### src/rtl/program_loader.sv
// Boot loader: takes a byte stream (header word N followed by N words), assembles
// little-endian 32-bit words, writes them to CPU memory from BASE_ADDR upward and
// holds the CPU in reset until the last word has been written.
module program_loader #(
    parameter logic [31:0] BASE_ADDR = 32'h0,
    parameter int unsigned MAX_WORDS = 1024
) (
    input  logic        clk,
    input  logic        reset,
    input  logic        start,
    input  logic [7:0]  rx_data,
    input  logic        rx_valid,
    output logic        rx_ready,
    output logic        mem_we,
    output logic [31:0] mem_addr,
    output logic [31:0] mem_wdata,
    output logic        cpu_reset,
    output logic        done,
    output logic        error
);

    localparam logic [31:0] MAX_W = MAX_WORDS;

    typedef enum logic [2:0] {
        S_IDLE  = 3'd0,
        S_LEN   = 3'd1,
        S_DATA  = 3'd2,
        S_WRITE = 3'd3,
        S_RUN   = 3'd4,
        S_ERR   = 3'd5
    } state_t;

    state_t      state_q, state_d;
    logic [1:0]  byte_cnt_q, byte_cnt_d;
    logic [23:0] shift_q, shift_d;     // bytes 0..2 of the word in progress
    logic [31:0] n_q, n_d;             // latched word count
    logic [31:0] idx_q, idx_d;         // index of the word being written
    logic [31:0] mem_addr_q, mem_addr_d;
    logic [31:0] mem_wdata_q, mem_wdata_d;
    logic        rx_ready_q, rx_ready_d;
    logic        mem_we_q, mem_we_d;
    logic        cpu_reset_q, cpu_reset_d;
    logic        done_q, done_d;
    logic        error_q, error_d;

    logic        accept;
    logic [31:0] word_in;

    assign accept  = rx_valid && rx_ready_q;
    // The 4th byte completes the word together with the three already held.
    assign word_in = {rx_data, shift_q};

    // Next-state logic; outputs are derived from the next state so they register
    // in step with the state they belong to.
    always_comb begin
        state_d     = state_q;
        byte_cnt_d  = byte_cnt_q;
        shift_d     = shift_q;
        n_d         = n_q;
        idx_d       = idx_q;
        mem_addr_d  = mem_addr_q;
        mem_wdata_d = mem_wdata_q;

        unique case (state_q)
            S_IDLE, S_RUN, S_ERR: begin
                if (start) begin
                    state_d    = S_LEN;
                    byte_cnt_d = 2'd0;
                    shift_d    = 24'd0;
                    idx_d      = 32'd0;
                end
            end
            S_LEN, S_DATA: begin
                if (accept) begin
                    if (byte_cnt_q == 2'd3) begin
                        byte_cnt_d = 2'd0;
                        if (state_q == S_LEN) begin
                            if (word_in == 32'd0 || word_in > MAX_W) begin
                                state_d = S_ERR;
                            end else begin
                                n_d     = word_in;
                                state_d = S_DATA;
                            end
                        end else begin
                            state_d     = S_WRITE;
                            mem_addr_d  = BASE_ADDR + (idx_q << 2);
                            mem_wdata_d = word_in;
                        end
                    end else begin
                        byte_cnt_d = byte_cnt_q + 2'd1;
                        case (byte_cnt_q)
                            2'd0:    shift_d[7:0]   = rx_data;
                            2'd1:    shift_d[15:8]  = rx_data;
                            2'd2:    shift_d[23:16] = rx_data;
                            default: shift_d        = shift_q;
                        endcase
                    end
                end
            end
            S_WRITE: begin
                if (idx_q == n_q - 32'd1) begin
                    state_d = S_RUN;
                end else begin
                    idx_d   = idx_q + 32'd1;
                    state_d = S_DATA;
                end
            end
            default: state_d = S_IDLE;
        endcase

        rx_ready_d  = (state_d == S_LEN) || (state_d == S_DATA);
        mem_we_d    = (state_d == S_WRITE);
        cpu_reset_d = (state_d == S_RUN);
        done_d      = (state_d == S_RUN);
        error_d     = (state_d == S_ERR);
    end

    // State and registered outputs; reset abandons any partial load.
    always_ff @(posedge clk or negedge reset) begin
        if (!reset) begin
            state_q     <= S_IDLE;
            byte_cnt_q  <= 2'd0;
            shift_q     <= 24'd0;
            n_q         <= 32'd0;
            idx_q       <= 32'd0;
            mem_addr_q  <= BASE_ADDR;
            mem_wdata_q <= 32'd0;
            rx_ready_q  <= 1'b0;
            mem_we_q    <= 1'b0;
            cpu_reset_q <= 1'b0;
            done_q      <= 1'b0;
            error_q     <= 1'b0;
        end else begin
            state_q     <= state_d;
            byte_cnt_q  <= byte_cnt_d;
            shift_q     <= shift_d;
            n_q         <= n_d;
            idx_q       <= idx_d;
            mem_addr_q  <= mem_addr_d;
            mem_wdata_q <= mem_wdata_d;
            rx_ready_q  <= rx_ready_d;
            mem_we_q    <= mem_we_d;
            cpu_reset_q <= cpu_reset_d;
            done_q      <= done_d;
            error_q     <= error_d;
        end
    end

    assign rx_ready  = rx_ready_q;
    assign mem_we    = mem_we_q;
    assign mem_addr  = mem_addr_q;
    assign mem_wdata = mem_wdata_q;
    assign cpu_reset = cpu_reset_q;
    assign done      = done_q;
    assign error     = error_q;

endmodule

### config.mk
export PLATFORM = sky130hd
export DESIGN_NAME = program_loader
export DESIGN_NICKNAME = d
export VERILOG_FILES = /design/src/rtl/program_loader.sv
export SDC_FILE = /design/constraint.sdc
export NUM_CORES = 1
export LEC_CHECK = 0
export ABC_AREA = 1
export CAP_MARGIN = 25
export CORE_ASPECT_RATIO = 0.75
export CORE_UTILIZATION = 35
export CTS_CLUSTER_DIAMETER = 100
export DETAILED_ROUTE_END_ITERATION = 6
export SETUP_SLACK_MARGIN = 0.2
export SLEW_MARGIN = 10
export SYNTH_ARGS = -nofsm -noshare
export SYNTH_HDL_FRONTEND = slang
export SYNTH_SLANG_ARGS = --single-unit
### constraint.sdc
create_clock -name clk -period 3.9 [get_ports clk]
set_input_delay 0.585 -clock clk [delete_from_list [all_inputs] [get_ports clk]]
set_output_delay 0.585 -clock clk [all_outputs]
set_load 0.01 [all_outputs]
==> impl_metrics.yaml <==
status:
  status: "completed"
yosys:
  synthesis.area_mm2: 0.00857
  synth.top_cell.area_share_pct: 46.4
  synth_seq_area_share_pct: 46.4
  syn_avg_cell_area_um2: 7.80
  ys_types: 35
  yosysTopAreaCell: "dfrtp_1"
  ys_warn_count: 0
  ys_top_cells_by_area: "dfrtp_1, nand2_1, nor2_1, inv_1, mux2_2"
  syn-instance-count: 1098
  synth-seq-cells: 159
setup_path:
  worstPathRequired_ns: 4.23
  crit_end: "idx_q[13]"
  cp_max_fo: 35
  crit_path_end_kind: "register"
  critPathMaxStageDelay_ns: 0.40
  crit_start: "n_q[0]"
  r2r_start: "n_q[0]"
  cpMostUsedCell: "nand2_1"
  cp-start-kind: "register"
  cp_data_arrival_time_ns: 3.14
  worstReg2RegEnd: "idx_q[13]"
  criticalPathCategory: "register to register"
  ff2ff_setup_slack_ns: 1.09
  cp_cell_sequence: "inv_2 -> ha_1 -> nand2_2 -> nor2_4 -> nand2_2 -> clkinv_1 -> nand3_1 -> nand2_1 -> nand2_1 -> inv_1 -> nand2_1 -> nor2_2 -> nand3_2 -> nand2_4 -> nand2_4 -> nand2_1 -> nand2_1"
  cpMaxStageDelayCell: "dfrtp_1"
  rr_worst_depth: 17
  crit_cells: 17
  critPathTopFamily: "simple AND/OR/NAND/NOR gates"
  worst-path-buf-inv: 3
grt:
  antenna_found_initial: 0
  grt_usage_pct: 19.3
  grt_pass1_wl_mm: 37.3
  grt_max_degree: 100
  grt_pass1_vias: 6839
  overflow: 0
floorplanning:
  die_w_um: 183
  die_h_um: 138
  initial_core_util_pct: 35.7
  die-area_mm2: 0.0251
  core_mm2: 0.0240
  rows: 49
  ios: 81
drt:
  antenna_left: 0
  dr_total_vias: 7263
  drt_iter0_drc: 623
  totalWireLength_mm: 22.6
  drc: 0
  wl_per_cell_um: 14.9
  avgViaCountPerCell: 4.80
  drt_pre_antenna_iters: 5
sta:
  rsz0062_at_grt: "false"
  max_freq_ghz: 0.356
  fin_crit_sh_pct: 72.0
  fin_ws_ns: 1.09
  period_minus_slack_ns: 2.81
  setup-violations-final: 0
  fin_skew_ns: 0.0137
  finalSetupTns_ns: 0
  slew_viol_final: 0
  tightest_slew_ns: 0.920
  hold_violations: 0
  slew_headroom_pct: 38.4
power:
  netSwitchingFraction_pct: 33.2
  peakVddDrop_v: 0.000293
  switching_power_w: 0.00146
  p_comb_share_pct: 17.4
  p_clk_share_pct: 40.2
  total_power_w: 0.00438
  intPower_w: 0.00293
  power_density_mw_per_mm2: 424
  total_leakage_power_nw: 5.05
  pwr-share-seq_pct: 42.5
clock_network:
  postCtsHoldBufs: 0
  cts_resized: 0
  cts_root_buf: "clkbuf_16"
  cts_tree: "yes"
  cts_made_buffers: 17
  clk_latency_ns: 0.45
  cts_setup_buffers: 0
  cts_sinks: 159
  clk_pin_slew_ns: 0.07
  cts_buffer_depth: 2
  ctsHtreeMaxLevel: 4
finish:
  diodes: 0
  area_delta_synth_final_pct: 20.5
  drive_above_1_share_pct: 8.72
  mostFrequentLayoutCell: "nand2_1"
  mostFrequentLayoutCells: "nand2_1, dfrtp_1, nor2_1"
  fin_nets: 1186
  fillers: 2380
job:
  drv_cap: 0
place:
  io_buffer_count: 78
  place_ws_ns: 1.13
  hpwlAfterDp_mm: 16.4
  place_congestion: 0.900
hold_path:
  hp-class: "input port to async pin"
## synthesized netlist by cell type (all sizes together)
cell / number
ha: 6
o211ai: 3
clkbuf: 25
nand4: 22
and2: 1
nor3: 28
o21bai: 1
o21ai: 45
a21oi: 37
buf: 13
nor4: 9
nand3: 59
a211oi: 1
clkinv: 1
xor2: 35
or2: 1
nand3b: 7
dfrtp: 159
nand2: 302
conb: 1
mux2: 29
xnor2: 22
nor2: 171
inv: 120
## per-stage QoR
step	instance area (µm²)	util (%)	hold slack, ns	instances
3_5_place_dp	9630	40.2	0.473	1476
3_3_place_gp	9630	40.2	0.465	1476
6_report	10300	43.1	0.0179	1512
2_1_floorplan	8570	-	0.289	1099
5_1_grt	10300	43.1	0.0260	1512
4_1_cts	10300	42.9	0.321	1508
## worst min-delay path by stage
stage	endpoint	slack, ns	depth (start not counted)
4_1_cts	mem_wdata[6]	0.32	1
3_3_place_gp	shift_q[2]	0.47	2
3_5_place_dp	shift_q[2]	0.47	2
5_1_grt	n_q[6]	0.03	1
2_1_floorplan	byte_cnt_q[0]	0.29	0
6_report	mem_wdata[6]	0.02	1
## power groups by stage
stage          logic (W)  registers [W]  clock network, W
6_report        0.000761        0.00186           0.00176
3_5_place_dp    0.000732        0.00189                 0
5_1_grt         0.000867        0.00188           0.00186
3_3_place_gp    0.000723        0.00189                 0
4_1_cts         0.000740        0.00186           0.00180
2_1_floorplan   0.000496        0.00187                 0
## state kept, by name, summed over array words and instances (netlist names)
register,flops
done,1
idx_q,32
rx_ready,1
mem_wdata,32
byte_cnt_q,2
state_q,3
error,1
n_q,32
shift_q,24
mem_addr,30
mem_we,1
## logic make-up (layout without fill, tap and decap cells)
kind of cell	Yosys count	after routing	share of synthesized area, %
AOI/OAI and AO/OA	87	87	5.23
xor gates and xnor gates	57	57	5.83
adders and majority gates	6	6	0.876
buffers and inverters	159	241	7.64
DFF	159	159	46.4
muxes	29	29	3.81
other	1	2	0.0438
and+or+nand+nor	600	600	30.2
## area by class of cell
cell class	count	area [µm²]	area share, %
Timing Repair Buffer	88	897	8.68
Multi-Input combinational cell	781	3950	38.2
Tap cell	331	414	4.01
Sequential cell	159	3980	38.5
Clock inverter	15	213	2.06
Clock buffer	17	425	4.12
Inverter	121	454	4.40
## per-layer routing
layer | vias to the layer above | share of wire, % | track usage (%)
li1 | 3616 | - | -
met1 | 3415 | 52 | 29.6
met2 | 212 | 39 | 26.5
met3 | 20 | 7.4 | 4.84
met4 | 0 | 0.88 | 4.44
met5 | - | 0 | 0
Note: power is estimated with default switching activity, not from simulation.
